File: src/rtl/alu_issue_stage.sv
// ---------------------------------------------------------------------------
// alu_issue_stage
//   ID->EX pipeline register sitting directly in front of the ALU.
//   - Accepts decoded ops over a valid/ready handshake.
//   - Resolves source operands with priority r0 > EX bypass > WB bypass > RF.
//   - Holds opcode/wordA/wordB/shamt/rd/wb_en stable at the ALU inputs
//     until the EX stage consumes them.
//   Optional feature macro: ALU_ISSUE_PERF_EN
//     adds o_perf_issued / o_perf_stall / o_perf_fwd 32-bit wrapping counters.
//   Reset: i_rst_n asserts asynchronously; its release is expected to be
//   synchronised to i_clk by the reset controller upstream.
// ---------------------------------------------------------------------------
module alu_issue_stage #(
    parameter int XLEN = 32,
    parameter int RW   = 5
) (
    input  logic            i_clk,
    input  logic            i_rst_n,
    input  logic            i_flush,
    // decode side
    input  logic            i_dec_valid,
    output logic            o_dec_ready,
    input  logic [3:0]      i_dec_opcode,
    input  logic [RW-1:0]   i_dec_rs_a,
    input  logic [RW-1:0]   i_dec_rs_b,
    input  logic [RW-1:0]   i_dec_rd,
    input  logic            i_dec_wb_en,
    input  logic            i_dec_use_imm,
    input  logic [XLEN-1:0] i_dec_imm,
    input  logic [4:0]      i_dec_shamt,
    // register file read data (same cycle as decode)
    input  logic [XLEN-1:0] i_rf_data_a,
    input  logic [XLEN-1:0] i_rf_data_b,
    // writeback bypass
    input  logic            i_wb_en,
    input  logic [RW-1:0]   i_wb_rd,
    input  logic [XLEN-1:0] i_wb_data,
    // EX side
    input  logic [XLEN-1:0] i_ex_result,
    input  logic            i_ex_ready,
    output logic            o_ex_valid,
    output logic [3:0]      o_ex_opcode,
    output logic [XLEN-1:0] o_ex_wordA,
    output logic [XLEN-1:0] o_ex_wordB,
    output logic [4:0]      o_ex_shamt,
    output logic [RW-1:0]   o_ex_rd,
    output logic            o_ex_wb_en
`ifdef ALU_ISSUE_PERF_EN
    ,
    output logic [31:0]     o_perf_issued,
    output logic [31:0]     o_perf_stall,
    output logic [31:0]     o_perf_fwd
`endif
);

    typedef enum logic [0:0] {
        ST_EMPTY = 1'b0,
        ST_FULL  = 1'b1
    } state_t;

    state_t             r_state;
    state_t             w_state_nxt;

    logic               w_ex_valid;
    logic               w_dec_ready;
    logic               w_accept;
    logic               w_fire_ex;

    logic [3:0]         r_opcode;
    logic [XLEN-1:0]    r_word_a;
    logic [XLEN-1:0]    r_word_b;
    logic [4:0]         r_shamt;
    logic [RW-1:0]      r_rd;
    logic               r_wb_en;

    logic [XLEN-1:0]    w_opnd_a;
    logic [XLEN-1:0]    w_opnd_b;
    logic [XLEN-1:0]    w_word_b;
    logic               w_fwd_a;
    logic               w_fwd_b;
    logic               w_fwd_used;

    // True when source idx is satisfied by a bypass path rather than RF / r0.
    function automatic logic uses_bypass(
        input logic [RW-1:0] idx,
        input logic          ex_hit_en,
        input logic [RW-1:0] ex_rd,
        input logic          wb_en,
        input logic [RW-1:0] wb_rd
    );
        logic hit;
        hit = 1'b0;
        if (idx == {RW{1'b0}}) begin
            hit = 1'b0;
        end else if (ex_hit_en && (ex_rd == idx)) begin
            hit = 1'b1;
        end else if (wb_en && (wb_rd == idx)) begin
            hit = 1'b1;
        end else begin
            hit = 1'b0;
        end
        return hit;
    endfunction

    // Operand resolution: r0 reads zero, then EX result, then WB data, then RF.
    function automatic logic [XLEN-1:0] resolve_operand(
        input logic [RW-1:0]   idx,
        input logic [XLEN-1:0] rf_data,
        input logic            ex_hit_en,
        input logic [RW-1:0]   ex_rd,
        input logic [XLEN-1:0] ex_result,
        input logic            wb_en,
        input logic [RW-1:0]   wb_rd,
        input logic [XLEN-1:0] wb_data
    );
        logic [XLEN-1:0] val;
        val = {XLEN{1'b0}};
        if (idx == {RW{1'b0}}) begin
            val = {XLEN{1'b0}};
        end else if (ex_hit_en && (ex_rd == idx)) begin
            val = ex_result;
        end else if (wb_en && (wb_rd == idx)) begin
            val = wb_data;
        end else begin
            val = rf_data;
        end
        return val;
    endfunction

    // Handshake: a new op may enter only if the slot is free or draining this
    // cycle, and never while a flush is in progress.
    always_comb begin
        w_fire_ex   = w_ex_valid & i_ex_ready;
        w_dec_ready = ~i_flush & (~w_ex_valid | i_ex_ready);
        w_accept    = i_dec_valid & w_dec_ready;
    end

    // Operand muxing for the op currently presented by decode.
    always_comb begin
        w_opnd_a = resolve_operand(i_dec_rs_a, i_rf_data_a, w_ex_valid & r_wb_en,
                                   r_rd, i_ex_result, i_wb_en, i_wb_rd, i_wb_data);
        w_opnd_b = resolve_operand(i_dec_rs_b, i_rf_data_b, w_ex_valid & r_wb_en,
                                   r_rd, i_ex_result, i_wb_en, i_wb_rd, i_wb_data);
        w_fwd_a  = uses_bypass(i_dec_rs_a, w_ex_valid & r_wb_en, r_rd, i_wb_en, i_wb_rd);
        w_fwd_b  = uses_bypass(i_dec_rs_b, w_ex_valid & r_wb_en, r_rd, i_wb_en, i_wb_rd);
        if (i_dec_use_imm) begin
            w_word_b = i_dec_imm;
        end else begin
            w_word_b = w_opnd_b;
        end
        w_fwd_used = w_fwd_a | (~i_dec_use_imm & w_fwd_b);
    end

    // FSM state register.
    always_ff @(posedge i_clk or negedge i_rst_n) begin
        if (!i_rst_n) begin
            r_state <= ST_EMPTY;
        end else begin
            r_state <= w_state_nxt;
        end
    end

    // FSM next state: flush wins, then a new load, then drain, else hold.
    always_comb begin
        w_state_nxt = r_state;
        case (r_state)
            ST_EMPTY: begin
                if (i_flush) begin
                    w_state_nxt = ST_EMPTY;
                end else if (w_accept) begin
                    w_state_nxt = ST_FULL;
                end else begin
                    w_state_nxt = ST_EMPTY;
                end
            end
            ST_FULL: begin
                if (i_flush) begin
                    w_state_nxt = ST_EMPTY;
                end else if (w_accept) begin
                    w_state_nxt = ST_FULL;
                end else if (w_fire_ex) begin
                    w_state_nxt = ST_EMPTY;
                end else begin
                    w_state_nxt = ST_FULL;
                end
            end
            default: begin
                w_state_nxt = ST_EMPTY;
            end
        endcase
    end

    // FSM output decode: the held op is valid exactly when the slot is FULL.
    always_comb begin
        w_ex_valid = 1'b0;
        case (r_state)
            ST_EMPTY: w_ex_valid = 1'b0;
            ST_FULL:  w_ex_valid = 1'b1;
            default:  w_ex_valid = 1'b0;
        endcase
    end

    // Payload registers: load only on accept so held values stay stable in stalls.
    always_ff @(posedge i_clk or negedge i_rst_n) begin
        if (!i_rst_n) begin
            r_opcode <= 4'h0;
            r_word_a <= {XLEN{1'b0}};
            r_word_b <= {XLEN{1'b0}};
            r_shamt  <= 5'd0;
            r_rd     <= {RW{1'b0}};
            r_wb_en  <= 1'b0;
        end else if (w_accept) begin
            r_opcode <= i_dec_opcode;
            r_word_a <= w_opnd_a;
            r_word_b <= w_word_b;
            r_shamt  <= i_dec_shamt;
            r_rd     <= i_dec_rd;
            r_wb_en  <= i_dec_wb_en;
        end
    end

`ifdef ALU_ISSUE_PERF_EN
    logic [31:0] r_perf_issued;
    logic [31:0] r_perf_stall;
    logic [31:0] r_perf_fwd;

    // Performance counters; plain 32-bit adds wrap from all-ones to zero.
    always_ff @(posedge i_clk or negedge i_rst_n) begin
        if (!i_rst_n) begin
            r_perf_issued <= 32'd0;
            r_perf_stall  <= 32'd0;
            r_perf_fwd    <= 32'd0;
        end else begin
            if (w_accept) begin
                r_perf_issued <= r_perf_issued + 32'd1;
            end
            if (i_dec_valid && !w_dec_ready) begin
                r_perf_stall <= r_perf_stall + 32'd1;
            end
            if (w_accept && w_fwd_used) begin
                r_perf_fwd <= r_perf_fwd + 32'd1;
            end
        end
    end

    assign o_perf_issued = r_perf_issued;
    assign o_perf_stall  = r_perf_stall;
    assign o_perf_fwd    = r_perf_fwd;
`endif

    assign o_dec_ready = w_dec_ready;
    assign o_ex_valid  = w_ex_valid;
    assign o_ex_opcode = r_opcode;
    assign o_ex_wordA  = r_word_a;
    assign o_ex_wordB  = r_word_b;
    assign o_ex_shamt  = r_shamt;
    assign o_ex_rd     = r_rd;
    assign o_ex_wb_en  = r_wb_en;

endmodule

File: config.mk
export PLATFORM = sky130hd
export DESIGN_NAME = alu_issue_stage
export DESIGN_NICKNAME = d
export VERILOG_FILES = /design/src/rtl/alu_issue_stage.sv
export SDC_FILE = /design/constraint.sdc
export NUM_CORES = 1
export LEC_CHECK = 0
export ABC_CLOCK_PERIOD_IN_PS = 3000
export CORE_MARGIN = 5
export CORE_UTILIZATION = 42
export DETAILED_ROUTE_END_ITERATION = 6
export GPL_TIMING_DRIVEN = 0
export PLACE_DENSITY = 0.95
export SLEW_MARGIN = 20
export SYNTH_ARGS = -nofsm -noshare
export SYNTH_HDL_FRONTEND = slang
export SYNTH_SLANG_ARGS = --single-unit
export TNS_END_PERCENT = 30
File: constraint.sdc
create_clock -name i_clk -period 3 [get_ports i_clk]
set_input_delay 0.6 -clock i_clk [delete_from_list [all_inputs] [get_ports i_clk]]
set_output_delay 0.6 -clock i_clk [all_outputs]
set_load 0.01 [all_outputs]
-- Word-level counts from Yosys, hierarchy flattened
Index checks and enable logic that the tools add are counted.
- bits in registers: 80
- latch bits: 0
- RAM bits: 0
- memory bits (read-only): 0
- bits of input ports: 197
- output and inout bits: 81
- memories: 0
- $add $sub $neg: 0
- multipliers: 0
- div/mod/pow operators: 0
- $lt $le $gt $ge: 0
- eq/ne operators: 4
- shift operators: 0
- muxes and demuxes: 14
- bitwise gates (word level): 8
- reductions and logical operators: 6
- operators with widths (kind ; count):
    $mux 32 ; 7
    $eq 5x5->1 ; 4
    $logic_not 5->1 ; 2
    $mux 1 ; 5
    $and 1x1->1 ; 4
    $logic_and 1x1->1 ; 4
    $pmux 1 s2 ; 2
    $not 1->1 ; 3
    $or 1x1->1 ; 1

-- Longest topological paths before layout
- word-level depth: 9
- depth in mapped cells: 7

-- Least setup slack after synthesis
OpenSTA, ideal clock, no wires.
- path type: input-to-reg
- start point: input i_dec_rs_b[4]
- end point: register r_word_b[10] (netlist: o_ex_wordB[10])
- library setup time: 128 ps
- arrival time: 1921 ps
- setup slack: 950 ps
- stages: 6
- path buffers: 1
- cell sequence: xor2_1 > nor4_4 > nand3_4 > buf_6 > a221oi_2 > o22ai_1
- word-level cells in the longest chain between the ends: 6
- elaborated cells between the ends (all ways): 9
- ends and longest elaborated chain (what ; line ; source):
    start: declaration ; 25 ; input logic [RW-1:0] i_dec_rs_b,
    $eq 5x5->1 ; -- ;
    $logic_and 1x1->1 ; -- ;
    $mux 32 ; 122 ; end else if (wb_en && (wb_rd == idx)) begin
    $mux 32 ; 120 ; end else if (ex_hit_en && (ex_rd == idx)) begin
    $mux 32 (*) ; 118 ; if (idx == {RW{1'b0}}) begin
    $mux 32 (*) ; 146 ; if (i_dec_use_imm) begin
    end signal: assignment ; 208 ; r_word_b <= {XLEN{1'b0}};
    end signal: assignment ; 215 ; r_word_b <= w_word_b;
    end: declaration ; 71 ; logic [XLEN-1:0] r_word_b;
Mark *: on every way between the ends. The rest lies on a longest branch, timed or not.
A chain may end at the register's enable or synchronous reset.

-- Worst setup path after layout
- start point: input i_ex_ready
- end point: register r_word_b[14] (netlist: o_ex_wordB[14])
- word-level cells in the longest chain between the ends: 3
- ends and longest elaborated chain (what ; line ; source):
    start: declaration ; 40 ; input logic i_ex_ready,
    $or 1x1->1 ; 134 ; w_dec_ready = ~i_flush & (~w_ex_valid | i_ex_ready);
    $and 1x1->1 ; 134 ;
    $and 1x1->1 ; 135 ; w_accept = i_dec_valid & w_dec_ready;
Every way passes these cells.

==> flow_summary.json <==
{
  "crit_required_ns": 3.26,
  "cap_viol_max_count": 0,
  "slew_headroom_pct": 45.07,
  "r2r_slack_ns": 0.62,
  "fin_cells": 975,
  "fmax_mhz": 370.8,
  "die_h_um": 118.1,
  "worstMarginPinSlew_ns": 0.8181,
  "final-max-slew-violation-count": 0,
  "switching_share_pct": 28.74,
  "place_hpwl_mm": 16.27,
  "netlist_area_mm2": 0.004912,
  "synthArstFlopShare_pct": 100.0,
  "syn_inst": 540,
  "synth_top_area_share_pct": 40.75,
  "num-fill-cells": 847,
  "dr.pass1.iters": 7,
  "area_delta_synth_final_pct": 66.66,
  "p_sw_uw": 1082,
  "hp-class": "in2async",
  "cp.arrival_ns": 2.96,
  "via_per_inst": 5.896,
  "rr_startpoint": "r_state",
  "mostFrequentLayoutCell": "clkdlybuf4s50_1",
  "fin_nets": 1025,
  "setup_viol": 0,
  "clk_pin_slew_ns": 0.06,
  "design.die.area_mm2": 0.01396,
  "cp-start-kind": "primary input",
  "hold_viol_final": 0,
  "r2r-end": "o_ex_wordB[14]",
  "ys_seq_area_share_pct": 40.75,
  "syn_area_per_cell_um2": 9.097,
  "synthTopCellsByArea": "dfrtp_1 41%, a221oi_2 9.2%, mux2i_1 6.5%, nand2_1 6.0%, o221ai_1 5.7%",
  "power_frac_seq_pct": 36.3,
  "cts_max_path_buffers": 2,
  "coreArea_mm2": 0.01142,
  "cts_setup_buffers": 0,
  "startpoint": "i_ex_ready",
  "synth_warnings": 0,
  "synth.distinct_cells": 30,
  "ys_ff_latch": 80,
  "cts_tree": "done",
  "reg2regPathDepth": 6,
  "yosys.area.top_type": "dfrtp_1",
  "ctsRootBufferMaster": "clkbuf_16",
  "p_per_area_mw_per_mm2": 459.6,
  "rows": 39,
  "wl_per_cell_um": 21.89,
  "grt_max_degree": 47,
  "numCtsBuffers": 9,
  "status": "complete, but fails checks",
  "peakVddDrop_mv": 0.3995,
  "cp_max_fo": 10,
  "rsz0062_at_grt": "false",
  "layout-drive-gt1-share_pct": 7.572,
  "leakagePower_uw": 0.003349,
  "synth_simple_gate_area_share_pct": 15.64,
  "antenna_found_initial": 0,
  "clock-sinks": 80,
  "remaining_drc_errors": 1,
  "io_pins": 278,
  "period_minus_slack_ns": 2.697,
  "vias": 5749,
  "grt-ovfl-total": 0,
  "fin_hold_ws_ns": 0.2228,
  "worstSkewPairLatency_ns": 0.34,
  "crit_path_end_kind": "flop",
  "synth_flop_cell": "dfrtp_1",
  "failed_checks": "design-rule violations",
  "fin_skew_ns": 0.01028,
  "grt_pass1_wl_mm": 33.17,
  "drt_iter0_markers": 667,
  "die_x_um": 118.1,
  "ant_nets": 0,
  "synthMuxAreaShare_pct": 6.521,
  "clock_power_share_pct": 30.8,
  "p_comb_share_pct": 32.9,
  "critPathKind": "in2reg",
  "synth_top_family_by_area": "compound AO/OA/AOI/OAI gates",
  "synth_edf_count": 0,
  "io_buffers": 276,
  "synthesis.nets": 737,
  "start_util_pct": 43.02,
  "synthXorXnorAreaFrac_pct": 3.566,
  "gp_congestion": 0.9399,
  "placed_cells": 960,
  "antenna_cells": 0,
  "min_period_over_period_pct": 89.89,
  "cell_internal_pwr_uw": 2681,
  "cts-htree-levels": 3,
  "final_cell_mix": "275 x clkdlybuf4s50_1, 80 x dfrtp_1, 79 x nand2_1, 38 x nor2_1, 34 x and3_1",
  "grt_pass1_vias": 5906,
  "synth_compound_area_share_pct": 25.93,
  "synth_fa_ha_area_share_pct": 0,
  "drt-total-wl_mm": 21.35,
  "grt_use_total_pct": 29.78
}
==> power groups by stage <==
stage	logic [µW]	registers [µW]	clock network, µW
2_1_floorplan	367	1440	0
3_3_place_gp	1200	1370	0
3_5_place_dp	1230	1380	0
4_1_cts	1240	1360	1170
5_1_grt	1320	1380	1230
6_report	1240	1370	1160
==> flip-flops by register name (all words and copies together) (netlist names) <==
register     count
o_ex_wb_en       1
o_ex_wordB      32
r_state          1
o_ex_opcode      4
o_ex_shamt       5
o_ex_rd          5
o_ex_wordA      32
==> final cells by class <==
cell class	instances	area [µm²]	area share, %
Buffer	48	249.0	3.041
Inverter	33	123.9	1.513
Tap cell	143	178.9	2.186
Clock inverter	4	70.07	0.8559
Clock buffer	11	232.7	2.843
Sequential cell	80	2002	24.45
Multi-Input combinational cell	379	2542	31.06
Timing Repair Buffer	277	2788	34.05
==> repair_timing <==
item,in CTS,in global routing
hold buffers,0,0
resized for setup,0,1
endpoints found under the setup margin,0,5
==> kinds of logic (layout without fill, tap and decap cells) <==
family / Yosys count / after routing
xor+xnor: 20 / 20
flops: 80 / 80
buf+inv: 81 / 373
compound gates: 161 / 161
simple gates: 166 / 166
mux: 32 / 32
==> routing by layer <==
metal	wire length, µm	vias to the layer above	global-route usage, %
met1	7843	2715	35.88
met4	909	0	13.12
met3	2232	75	8.691
met5	0	-	0
li1	-	2551	-
met2	10360	408	49.40
==> synthesized netlist by cell type (3+ instances only) <==
| library cell | n |
|---|---|
| clkbuf_8 | 3 |
| buf_6 | 3 |
| a21oi_1 | 33 |
| mux2i_1 | 32 |
| buf_2 | 4 |
| inv_1 | 33 |
| xnor2_1 | 9 |
| clkbuf_1 | 29 |
| and3_1 | 34 |
| o221ai_1 | 32 |
| a221oi_2 | 30 |
| dfrtp_1 | 80 |
| xor2_1 | 11 |
| o21ai_0 | 32 |
| nor2_1 | 38 |
| nand3_1 | 3 |
| buf_1 | 6 |
| nand2_1 | 79 |
| o22ai_1 | 32 |
| buf_4 | 3 |
==> stage by stage <==
stage	utilization, %	instance area [µm²]	power [µW]	setup TNS, ns	setup slack (ns)
after floorplan	-	4912	1810	0	0.9504
after global placement	68.78	7854	2571	-136.91	-1.667
after detailed placement	69.00	7879	2607	-4.979	-0.2557
after CTS	71.65	8182	3769	0	0.1164
after global routing	71.70	8187	3927	0	0.2016
final	71.70	8187	3763	0	0.3034
==> worst max-delay path: stages <==
cell,delay [ns]
clkdlybuf4s50_1,0.47
nand2b_1,0.12
nand3_1,0.37
nor3_2,0.54
clkbuf_1,0.44
o21ai_0,0.23
o22ai_1,0.18
==> how the worst max path moves through the flow <==
| stage | to | slack, ns | cells past startpoint |
|---|---|---|---|
| 2_1_floorplan | o_ex_wordB[10] | 0.95 | 6 |
| 3_3_place_gp | o_ex_wb_en | -1.67 | 1 |
| 3_5_place_dp | o_ex_wordB[14] | -0.26 | 7 |
| 4_1_cts | o_ex_wordB[14] | 0.12 | 7 |
| 5_1_grt | o_ex_wordB[17] | 0.20 | 7 |
| 6_report | o_ex_wordB[14] | 0.30 | 7 |
Power figures use the tool's default switching activity.
